===== config.mk =====
export PLATFORM = sky130hd
export DESIGN_NAME = ifetch_queue
export DESIGN_NICKNAME = d
export VERILOG_FILES = /design/src/rtl/ifetch_queue.sv
export SDC_FILE = /design/constraint.sdc
export NUM_CORES = 1
export LEC_CHECK = 0
export ABC_AREA = 1
export CORE_UTILIZATION = 35
export DETAILED_ROUTE_END_ITERATION = 8
export GPL_ROUTABILITY_DRIVEN = 1
export PLACE_DENSITY = 0.66
export SYNTH_ARGS = -nofsm -noshare
export SYNTH_HDL_FRONTEND = slang
export SYNTH_SLANG_ARGS = --single-unit

===== constraint.sdc =====
create_clock -name clk -period 8.4 [get_ports clk]
set_clock_uncertainty 0.05 [all_clocks]
set_input_delay 1.68 -clock clk [delete_from_list [all_inputs] [get_ports clk]]
set_output_delay 1.68 -clock clk [all_outputs]
set_load 0.005 [all_outputs]

===== src/rtl/ifetch_queue.sv =====
// Instruction fetch front end: owns the fetch PC, issues single-outstanding imem reads,
// buffers returned words in a small prefetch queue. Define IFETCH_PERF_EN for perf counters.
module ifetch_queue #(
    parameter int          PC_W     = 10,
    parameter int          INSTR_W  = 32,
    parameter int          DEPTH    = 2,
    parameter int unsigned RESET_PC = 0
) (
    input  logic               clk,
    input  logic               rst_n,
    input  logic               redirect_valid,
    input  logic [PC_W-1:0]    redirect_pc,
    output logic               imem_req,
    output logic [PC_W-1:0]    imem_addr,
    input  logic               imem_ack,
    input  logic [INSTR_W-1:0] imem_rdata,
    output logic               inst_valid,
    output logic [INSTR_W-1:0] inst_data,
    output logic [PC_W-1:0]    inst_pc,
    input  logic               inst_ready
`ifdef IFETCH_PERF_EN
    ,
    output logic [15:0]        perf_inst,
    output logic [15:0]        perf_flush
`endif
);

    localparam int PTR_W = $clog2(DEPTH);
    localparam int CNT_W = PTR_W + 1;
    localparam logic [CNT_W-1:0] FULL = CNT_W'(DEPTH);

    typedef enum logic {FETCH, DISCARD} state_t;

    state_t             state, state_n;
    logic [PC_W-1:0]    fetch_pc, fetch_pc_n;
    logic [PC_W-1:0]    discard_addr, discard_addr_n;
    logic               req_q, req_n;
    logic [CNT_W-1:0]   count, count_n;
    logic [PTR_W-1:0]   rd_ptr, rd_ptr_n, wr_ptr, wr_ptr_n;
    logic               push, pop;

    logic [INSTR_W-1:0] mem_data [DEPTH];
    logic [PC_W-1:0]    mem_pc   [DEPTH];

    always_comb begin
        // NOTE: every signal gets a default first so no path leaves one unassigned (no latches).
        state_n        = state;
        fetch_pc_n     = fetch_pc;
        discard_addr_n = discard_addr;
        req_n          = req_q;
        count_n        = count;
        rd_ptr_n       = rd_ptr;
        wr_ptr_n       = wr_ptr;
        push           = 1'b0;
        pop            = (count != '0) && inst_ready;

        if (redirect_valid) begin
            fetch_pc_n = redirect_pc;
            count_n    = '0;
            rd_ptr_n   = '0;
            wr_ptr_n   = '0;
            req_n      = 1'b1;
            if (state == FETCH && req_q && !imem_ack) begin
                state_n        = DISCARD;
                discard_addr_n = fetch_pc;
            end else if (state == DISCARD && imem_ack) begin
                state_n = FETCH;
            end
        end else if (state == DISCARD) begin
            // The wrong-path word is dropped; the next request issues straight after its ack.
            if (imem_ack) state_n = FETCH;
        end else begin
            push = req_q && imem_ack;
            if (pop)  rd_ptr_n = rd_ptr + PTR_W'(1);
            if (push) begin
                wr_ptr_n   = wr_ptr + PTR_W'(1);
                fetch_pc_n = fetch_pc + PC_W'(1);
            end
            count_n = count + CNT_W'(push) - CNT_W'(pop);
            if (push)        req_n = 1'b0;
            else if (!req_q) req_n = (count_n < FULL);
        end
    end

    // NOTE: sequential state uses non-blocking assignments only.
    always_ff @(posedge clk or negedge rst_n) begin
        if (!rst_n) begin
            state        <= FETCH;
            fetch_pc     <= PC_W'(RESET_PC);
            discard_addr <= '0;
            req_q        <= 1'b0;
            count        <= '0;
            rd_ptr       <= '0;
            wr_ptr       <= '0;
        end else begin
            state        <= state_n;
            fetch_pc     <= fetch_pc_n;
            discard_addr <= discard_addr_n;
            req_q        <= req_n;
            count        <= count_n;
            rd_ptr       <= rd_ptr_n;
            wr_ptr       <= wr_ptr_n;
        end
    end

    // NOTE: queue storage is not reset; outputs are masked to zero while the queue is empty.
    always_ff @(posedge clk) begin
        if (push) begin
            mem_data[wr_ptr] <= imem_rdata;
            mem_pc[wr_ptr]   <= fetch_pc;
        end
    end

    assign imem_req   = req_q;
    assign imem_addr  = (state == DISCARD) ? discard_addr : fetch_pc;
    assign inst_valid = (count != '0);
    assign inst_data  = inst_valid ? mem_data[rd_ptr] : '0;
    assign inst_pc    = inst_valid ? mem_pc[rd_ptr] : '0;

`ifdef IFETCH_PERF_EN
    logic flush_evt;
    assign flush_evt = redirect_valid &&
                       ((count != '0) || (state == FETCH && req_q && !imem_ack));

    always_ff @(posedge clk or negedge rst_n) begin
        if (!rst_n) begin
            perf_inst  <= '0;
            perf_flush <= '0;
        end else begin
            if (pop && perf_inst != 16'hFFFF)        perf_inst  <= perf_inst + 16'd1;
            if (flush_evt && perf_flush != 16'hFFFF) perf_flush <= perf_flush + 16'd1;
        end
    end
`endif

endmodule


# Word-level counts from Yosys, hierarchy flattened
# Memory sizes are Yosys's and may differ from the RTL's.
# Index checks and enable logic that the tools add are counted.
dict set report classes {
  bitwise_logic 1
  addsub 5
  reduce_logical 12
  eq_ne 2
  order_cmp 1
  n_mux 27
}
# operator n
set ops {}
lappend ops {{two-way mux 10 bit} 5}
lappend ops {{two-way mux 32 bit} 1}
lappend ops {{two-way mux 1 bit} 19}
lappend ops {{adder 10 x 1 -> 10 bit, second input constant} 1}
lappend ops {{AND reduction 2 bit} 3}
lappend ops {{nonzero test 2 bit} 3}
lappend ops {{logical AND 1 bit} 5}
lappend ops {{two-way mux 2 bit} 2}
lappend ops {{!= test 3 x 1 -> 1 bit, second input constant} 1}
lappend ops {{adder 1 bit, second input constant} 2}
lappend ops {{adder 2 x 1 -> 2 bit} 1}
lappend ops {{less-than comparator 2 bit, second input constant} 1}
lappend ops {{!= test 2 bit, second input constant} 1}
lappend ops {{subtractor 2 x 1 -> 2 bit} 1}
lappend ops {{zero test 1 bit} 1}
lappend ops {{inverter 1 bit} 1}
dict set report word_totals {
  memories 2
  ramBits 84
  regBits 26
}
# memory depth width rd rd_ports_with_merged_regs wr line_no
set memory_table {}
lappend memory_table {mem_data 2 32 1 0 1 42} ;# logic [INSTR_W-1:0] mem_data [DEPTH];
lappend memory_table {mem_pc 2 10 1 0 1 43} ;# logic [PC_W-1:0] mem_pc [DEPTH];

# Longest topological paths before layout
# Gate-level depths: netlist of run 1.
dict set report depth {
  word_depth 8
  mapped_depth 12
  depth_no_buf 12
}

# Worst setup path before layout of run 1
# Ideal clock, no wire load.
dict set report synth_path {
  kind {input to register}
  startpoint {input redirect_valid}
  endpoint {memory mem_data[0][0] (enable)}
  setup_slack_ns 4.083
  setup_ns 0.441
  path_stages 4
  path_buffers 1
  arrival_ns 3.826
  cell_sequence {buf_4 -> inv_1 -> nand2_2 -> nor2_1}
}
dict set report synth_between {
  elab_chain_cells 3
}
# element line_no
set synth_lines {}
lappend synth_lines {{from (decl)} 11} ;# input logic redirect_valid,
lappend synth_lines {{two-way mux 1 bit} 57} ;# if (redirect_valid) begin
lappend synth_lines {{two-way mux 1 bit} 108} ;# if (push) begin
lappend synth_lines {{two-way mux 1 bit (implied by the code)} 109} ;# mem_data[wr_ptr] <= imem_rdata;
lappend synth_lines {{to (decl)} 42}
# No other way between the ends.

# Final worst setup path of run 1
dict set report layout_path {
  startpoint {input redirect_valid}
  endpoint {memory mem_data[0][24] (enable)}
}
# Same word-level chain as after synthesis.

==> results of run 1 <==
-- routing by layer --
layer / share of wire / vias up
met4: 0.012 / 0
met2: 0.48 / 102
met3: 0.052 / 11
met5: 0 / -
met1: 0.46 / 1547
li1: - / 1625
-- layout make-up --
type                            instances  area, um^2
Inverter                               24        91.3
Clock buffer                           12         246
Fill cell                            1154        6700
Sequential cell                       110        3170
Clock inverter                          4        77.6
Multi-Input combinational cell        268        1290
Tap cell                              172         215
Timing Repair Buffer                  104        1030
-- final timing paths --
kind                                          endpoint  slack, ns  depth (start not counted)
hold / removal             discard_addr[3]$_DFFE_PN0P_       0.44                          2
min in group asynchronous  discard_addr[1]$_DFFE_PN0P_       1.66                          2
max in group asynchronous      fetch_pc[0]$_DFFE_PN0P_       6.37                          2
setup / recovery             mem_data[0][24]$_DFFE_PP_       4.43                          4
setup reg to reg             mem_data[0][24]$_DFFE_PP_       5.98                          3
hold reg to reg            discard_addr[3]$_DFFE_PN0P_       0.44                          2
-- per-stage QoR --
step,worst slack (ns),hold WS [ns],cells
5_1_grt,4.16,0.461,694
3_3_place_gp,4.08,0.415,678
2_1_floorplan,4.08,0.387,423
6_report,4.43,0.439,694
3_5_place_dp,3.98,0.424,678
4_1_cts,4.37,0.441,694
-- kinds of logic (layout without fill, tap and decap cells) --
group / Yosys count / in the layout / share of synthesized area
fa+ha+maj: 3 / 3 / 0.00805
flops: 110 / 110 / 0.680
compound gates: 78 / 78 / 0.0976
xor+xnor: 3 / 3 / 0.00563
simple gates: 184 / 184 / 0.163
buf+inv: 45 / 144 / 0.0453
-- registers in the layout (all words and copies together), names as in the netlist --
signal	cells
imem_req	1
discard_addr	10
state	1
count	2
mem_data	64
rd_ptr	1
wr_ptr	1
fetch_pc	10
mem_pc	20
-- power by group through the flow --
stage / Sequential (W) / Combinational (W) / Clock (W)
detailed placement: 0.000686 / 0.000454 / 0
global placement: 0.000683 / 0.000445 / 0
finish: 0.000675 / 0.000447 / 0.000457
floorplan: 0.000673 / 0.000234 / 0
CTS: 0.000674 / 0.000457 / 0.000467
global route: 0.000681 / 0.000495 / 0.000487
-- layout by cell type, fill, tap and decap left out, types with 5 or more instances in the layout --
cell             synthesis  final
nand3_1                 14     14
inv_1                   20     20
nor2_4                   3      5
o21ai_2                 10     10
nor2_1                  12     10
edfxtp_1                84     84
dfrtp_1                 26     26
nand2_1                144    144
o21ai_0                 17     17
a21oi_1                 43     43
clkdlybuf4s50_1          0    100
clkbuf_16                0      9
-- Yosys cell counts (all sizes together) --
library cell,number
a21oi,43
a22oi,4
buf,16
clkbuf,5
clkinv,2
dfrtp,26
edfxtp,84
ha,3
inv,22
nand2,148
nand3,15
nand4,2
nor2,17
nor3,1
o211ai,1
o21ai,30
or2,1
xnor2,1
xor2,2
-- worst max-delay path, stage by stage --
cell and delay (ns):
clkdlybuf4s50_1 0.77, inv_1 0.31, nand2_2 0.16, nor2_4 0.92
==> results.cfg, run 1 <==
[status]
status = finished, final reports clean

[critical_path]
critPathLaunchType = primary input
cp_max_fo = 42
reg2reg_from = state$_DFFE_PN0P_
crit_arrival_ns = 3.88
critPathLaunch = redirect_valid
crit_path_end_kind = flop
required_ns = 8.31
crit_type = primary input to flop

[sta]
max_slew_margin = 0.197
period_share = 0.473
slew_violations = 0
hold_viol_final = 0
worstMarginPinSlew_ns = 1.20
setup_viol = 0
setup-tns-final_ns = 0
grt_setup_unrepaired = false
fmax_mhz = 252
post-route-min-period_ns = 3.97

[clock_network]
clock-sinks = 110
postCtsHoldBufs = 0
h-tree-depth = 3
clk_path_buf_depth = 2
post_cts_buffers = 0
clock_latency_ns = 0.34
cts_made_buffers = 9
clk_pin_slew_ns = 0.07
ctsRootBufferMaster = clkbuf_16
cts_tree = done
post_cts_resized = 0

[power_and_ir_drop]
p_int_w = 0.00113
p_seq_frac = 0.427
netSwitchingFraction = 0.287
peakVddDrop_uv = 145
p_leak_nw = 2.29
comb_power_share = 0.283
power_density_mw_per_mm2 = 258
p_sw_w = 0.000454
power_w = 0.00158
p_clk_frac = 0.290

[grt]
grt_pass1_vias = 3166
use_met3 = 0.0413
grt_overflow_total = 0
antenna_found_initial = 0
grt.total_usage = 0.147
grt_max_degree = 44
grt-busiest-layer = met2
grt_first_pass_wirelength_um = 15800
met1_usage = 0.187
met2_usage = 0.239

[placed_design]
gp_congestion = 0.813
dp.final_hpwl_um = 6300
io_buffers = 100
dpl-instance-area_mm2 = 0.00581

[hold_path]
hold_start = discard_addr[3]$_DFFE_PN0P_
hp-class = flop to flop

[routing]
dr.pass1.iters = 4
vias = 3285
drt-vias-per-instance = 4.73
drtIter0Drc = 161
drc = 0
wl_um = 9850
routedWlPerCell_um = 14.2
ant_nets = 0

[synthesis]
synth_area_leaders = edfxtp_1, dfrtp_1, nand2_1
synth_area_mm2 = 0.00466
ys_seq_elements = 110
syn_avg_cell_area_um2 = 11.0
syn-num-nets = 473
yosysSeqAreaShare = 0.680
ys.warnings.count = 0
synth.distinct_cells = 30
synth_top_cell_by_area = edfxtp_1
synthCells = 423
yosysTopAreaCellShare = 0.541

[layout]
stdcell_area_mm2 = 0.00613
n_antenna_cell = 0
area_growth_pct = 31.4
finish.utilization = 0.478
drive_gt1_frac = 0.0900
nets = 567

[floorplan]
rows = 41
ios = 101
start_util = 0.364
die_height_um = 117
core_mm2 = 0.0128
die_w_um = 117
dieArea_mm2 = 0.0138

[flow_run]
cap_violations = 0
No activity file was read; power rests on OpenSTA's default activity.
==> inputs of run 2 (changes only) <==
==> constraint.sdc (replaced) <==
create_clock -name clk -period 3.8 [get_ports clk]
set_clock_uncertainty 0.05 [all_clocks]
set_input_delay 0.76 -clock clk [delete_from_list [all_inputs] [get_ports clk]]
set_output_delay 0.76 -clock clk [all_outputs]
set_load 0.005 [all_outputs]
==> run 2 against run 1 <==
  * Hold slack worse by 0.0060 ns
  * Clock power is 82% higher
  * Register-to-register slack worse by 4.7 ns
  * Utilization is 0.46 points lower
  * Largest cell class unchanged
==> results.cfg, run 2 (synthesis gave the netlist of run 1 again) <==
[critical_path]
r2r_cells = 12
critPathLaunchType = flop
slowest_stage = clkinv_1
critPathLaunch = rd_ptr$_DFFE_PN0P_
crit_type = flop to output pin
required_ns = 2.99
crit_chain = clkinv_1, nand2_1, a21oi_1, clkdlybuf4s50_1
r2r-end = count[1]$_DFFE_PN0P_
cpPeakStageDelay_ns = 0.97
cp_max_fo = 43
reg2reg_from = count[1]$_DFFE_PN0P_
crit_path_end_kind = output pin
crit_arrival_ns = 2.58
r2r_setup_slack_ns = 1.33

[grt]
grt_overflow_total = 0
grt_max_degree = 44
antenna_found_initial = 0
grt_pass1_vias = 3281
grt.total_usage = 0.155
grt_first_pass_wirelength_um = 16600

[routing]
drtIter0Drc = 164
vias = 3362
routedWlPerCell_um = 15.0
ant_nets = 0
drc = 0
dr.pass1.iters = 5
wl_um = 10400
drt-vias-per-instance = 4.84

[sta]
post-route-min-period_ns = 3.39
period_share = 0.892
max_slew_margin = 0.147
grt_setup_unrepaired = false
hold_viol_final = 0
setup_viol = 0
setup-tns-final_ns = 0
fmax_mhz = 295
slew_violations = 0
worstMarginPinSlew_ns = 1.27

[power_and_ir_drop]
power_density_mw_per_mm2 = 547
p_leak_nw = 2.26
peakVddDrop_uv = 213
power_w = 0.00332

[layout]
largest_reg_flops = 64
final_cell_mix = nand2_1, clkdlybuf4s50_1, edfxtp_1, a21oi_1, dfrtp_1
largest-register = mem_data
area_growth_pct = 30.2
nets = 568
drive_gt1_frac = 0.0862
layout_commonest_cell = nand2_1
n_antenna_cell = 0
reg_top3 = mem_data: 64 flops, mem_pc: 20 flops

[floorplan]
ios = 101
start_util = 0.364
dieArea_mm2 = 0.0138
die_height_um = 117
rows = 41
core_mm2 = 0.0128
die_w_um = 117

[clock_network]
postCtsHoldBufs = 0
h-tree-depth = 3
post_cts_resized = 0
clk_pin_slew_ns = 0.06
clock-sinks = 110
cts_made_buffers = 9
cts_tree = done
post_cts_buffers = 0
ctsRootBufferMaster = clkbuf_16
clk_path_buf_depth = 2
clock_latency_ns = 0.34

[status]
status = finished, final reports clean

[hold_path]
hp-class = flop to flop
hold_start = discard_addr[7]$_DFFE_PN0P_
min_to = discard_addr[7]$_DFFE_PN0P_
holdPathStages = 2

[flow_run]
cap_violations = 0

[placed_design]
gp_congestion = 0.779
dp.final_hpwl_um = 6750
io_buffers = 100
-- run 2: worst max path at each step --
stage                                    end  slack [ns]  cells past startpoint
finish                            inst_pc[8]        0.41                      4
global route                    inst_data[7]        0.21                      4
CTS                               inst_pc[8]        0.37                      4
detailed placement                inst_pc[8]        0.75                      4
global placement                  inst_pc[8]        0.77                      4
floorplan           mem_data[0][0]$_DFFE_PP_        0.40                      4
-- run 2: critical path: cells and delay by family (launching register included) --
kind                   cells  cell delay (ns)
buffers and inverters      2             1.45
and+or+nand+nor            1             0.33
AOI/OAI and AO/OA          1             0.11
DFF                        1             0.35
-- run 2: per-layer routing --
layer / GRT usage / part of all wire / vias up
met5: 0 / 0 / -
li1: - / - / 1621
met4: 0.0536 / 0.0069 / 0
met2: 0.259 / 0.48 / 110
met1: 0.203 / 0.46 / 1625
met3: 0.0277 / 0.048 / 6
-- run 2: final cells by class --
cell class                 instances  area (um^2)
inverter                          24         91.3
clock buffer                      11          233
timing repair buffer             105         1040
multi-input combinational        268         1290
clock inverter                     4         25.0
fill                            1183         6750
sequential                       110         3170
tap                              172          215
-- run 2: per-stage QoR --
step / area (um^2) / utilization / hold slack [ns] / std cells / setup slack [ns]
3_3_place_gp: 5810 / 0.453 / 0.414 / 679 / 0.772
5_1_grt: 6070 / 0.473 / 0.458 / 694 / 0.207
6_report: 6070 / 0.473 / 0.433 / 694 / 0.410
3_5_place_dp: 5810 / 0.453 / 0.421 / 679 / 0.751
2_1_floorplan: 4660 / - / 0.387 / 423 / 0.403
4_1_cts: 6070 / 0.473 / 0.437 / 694 / 0.372
-- run 2: power by group --
group	switching, W	total, W	leakage [nW]	internal [W]
Clock	0.000392	0.000832	0.125	0.000439
Sequential	0.0000791	0.00149	1.09	0.00141
Combinational	0.000519	0.000995	1.04	0.000475
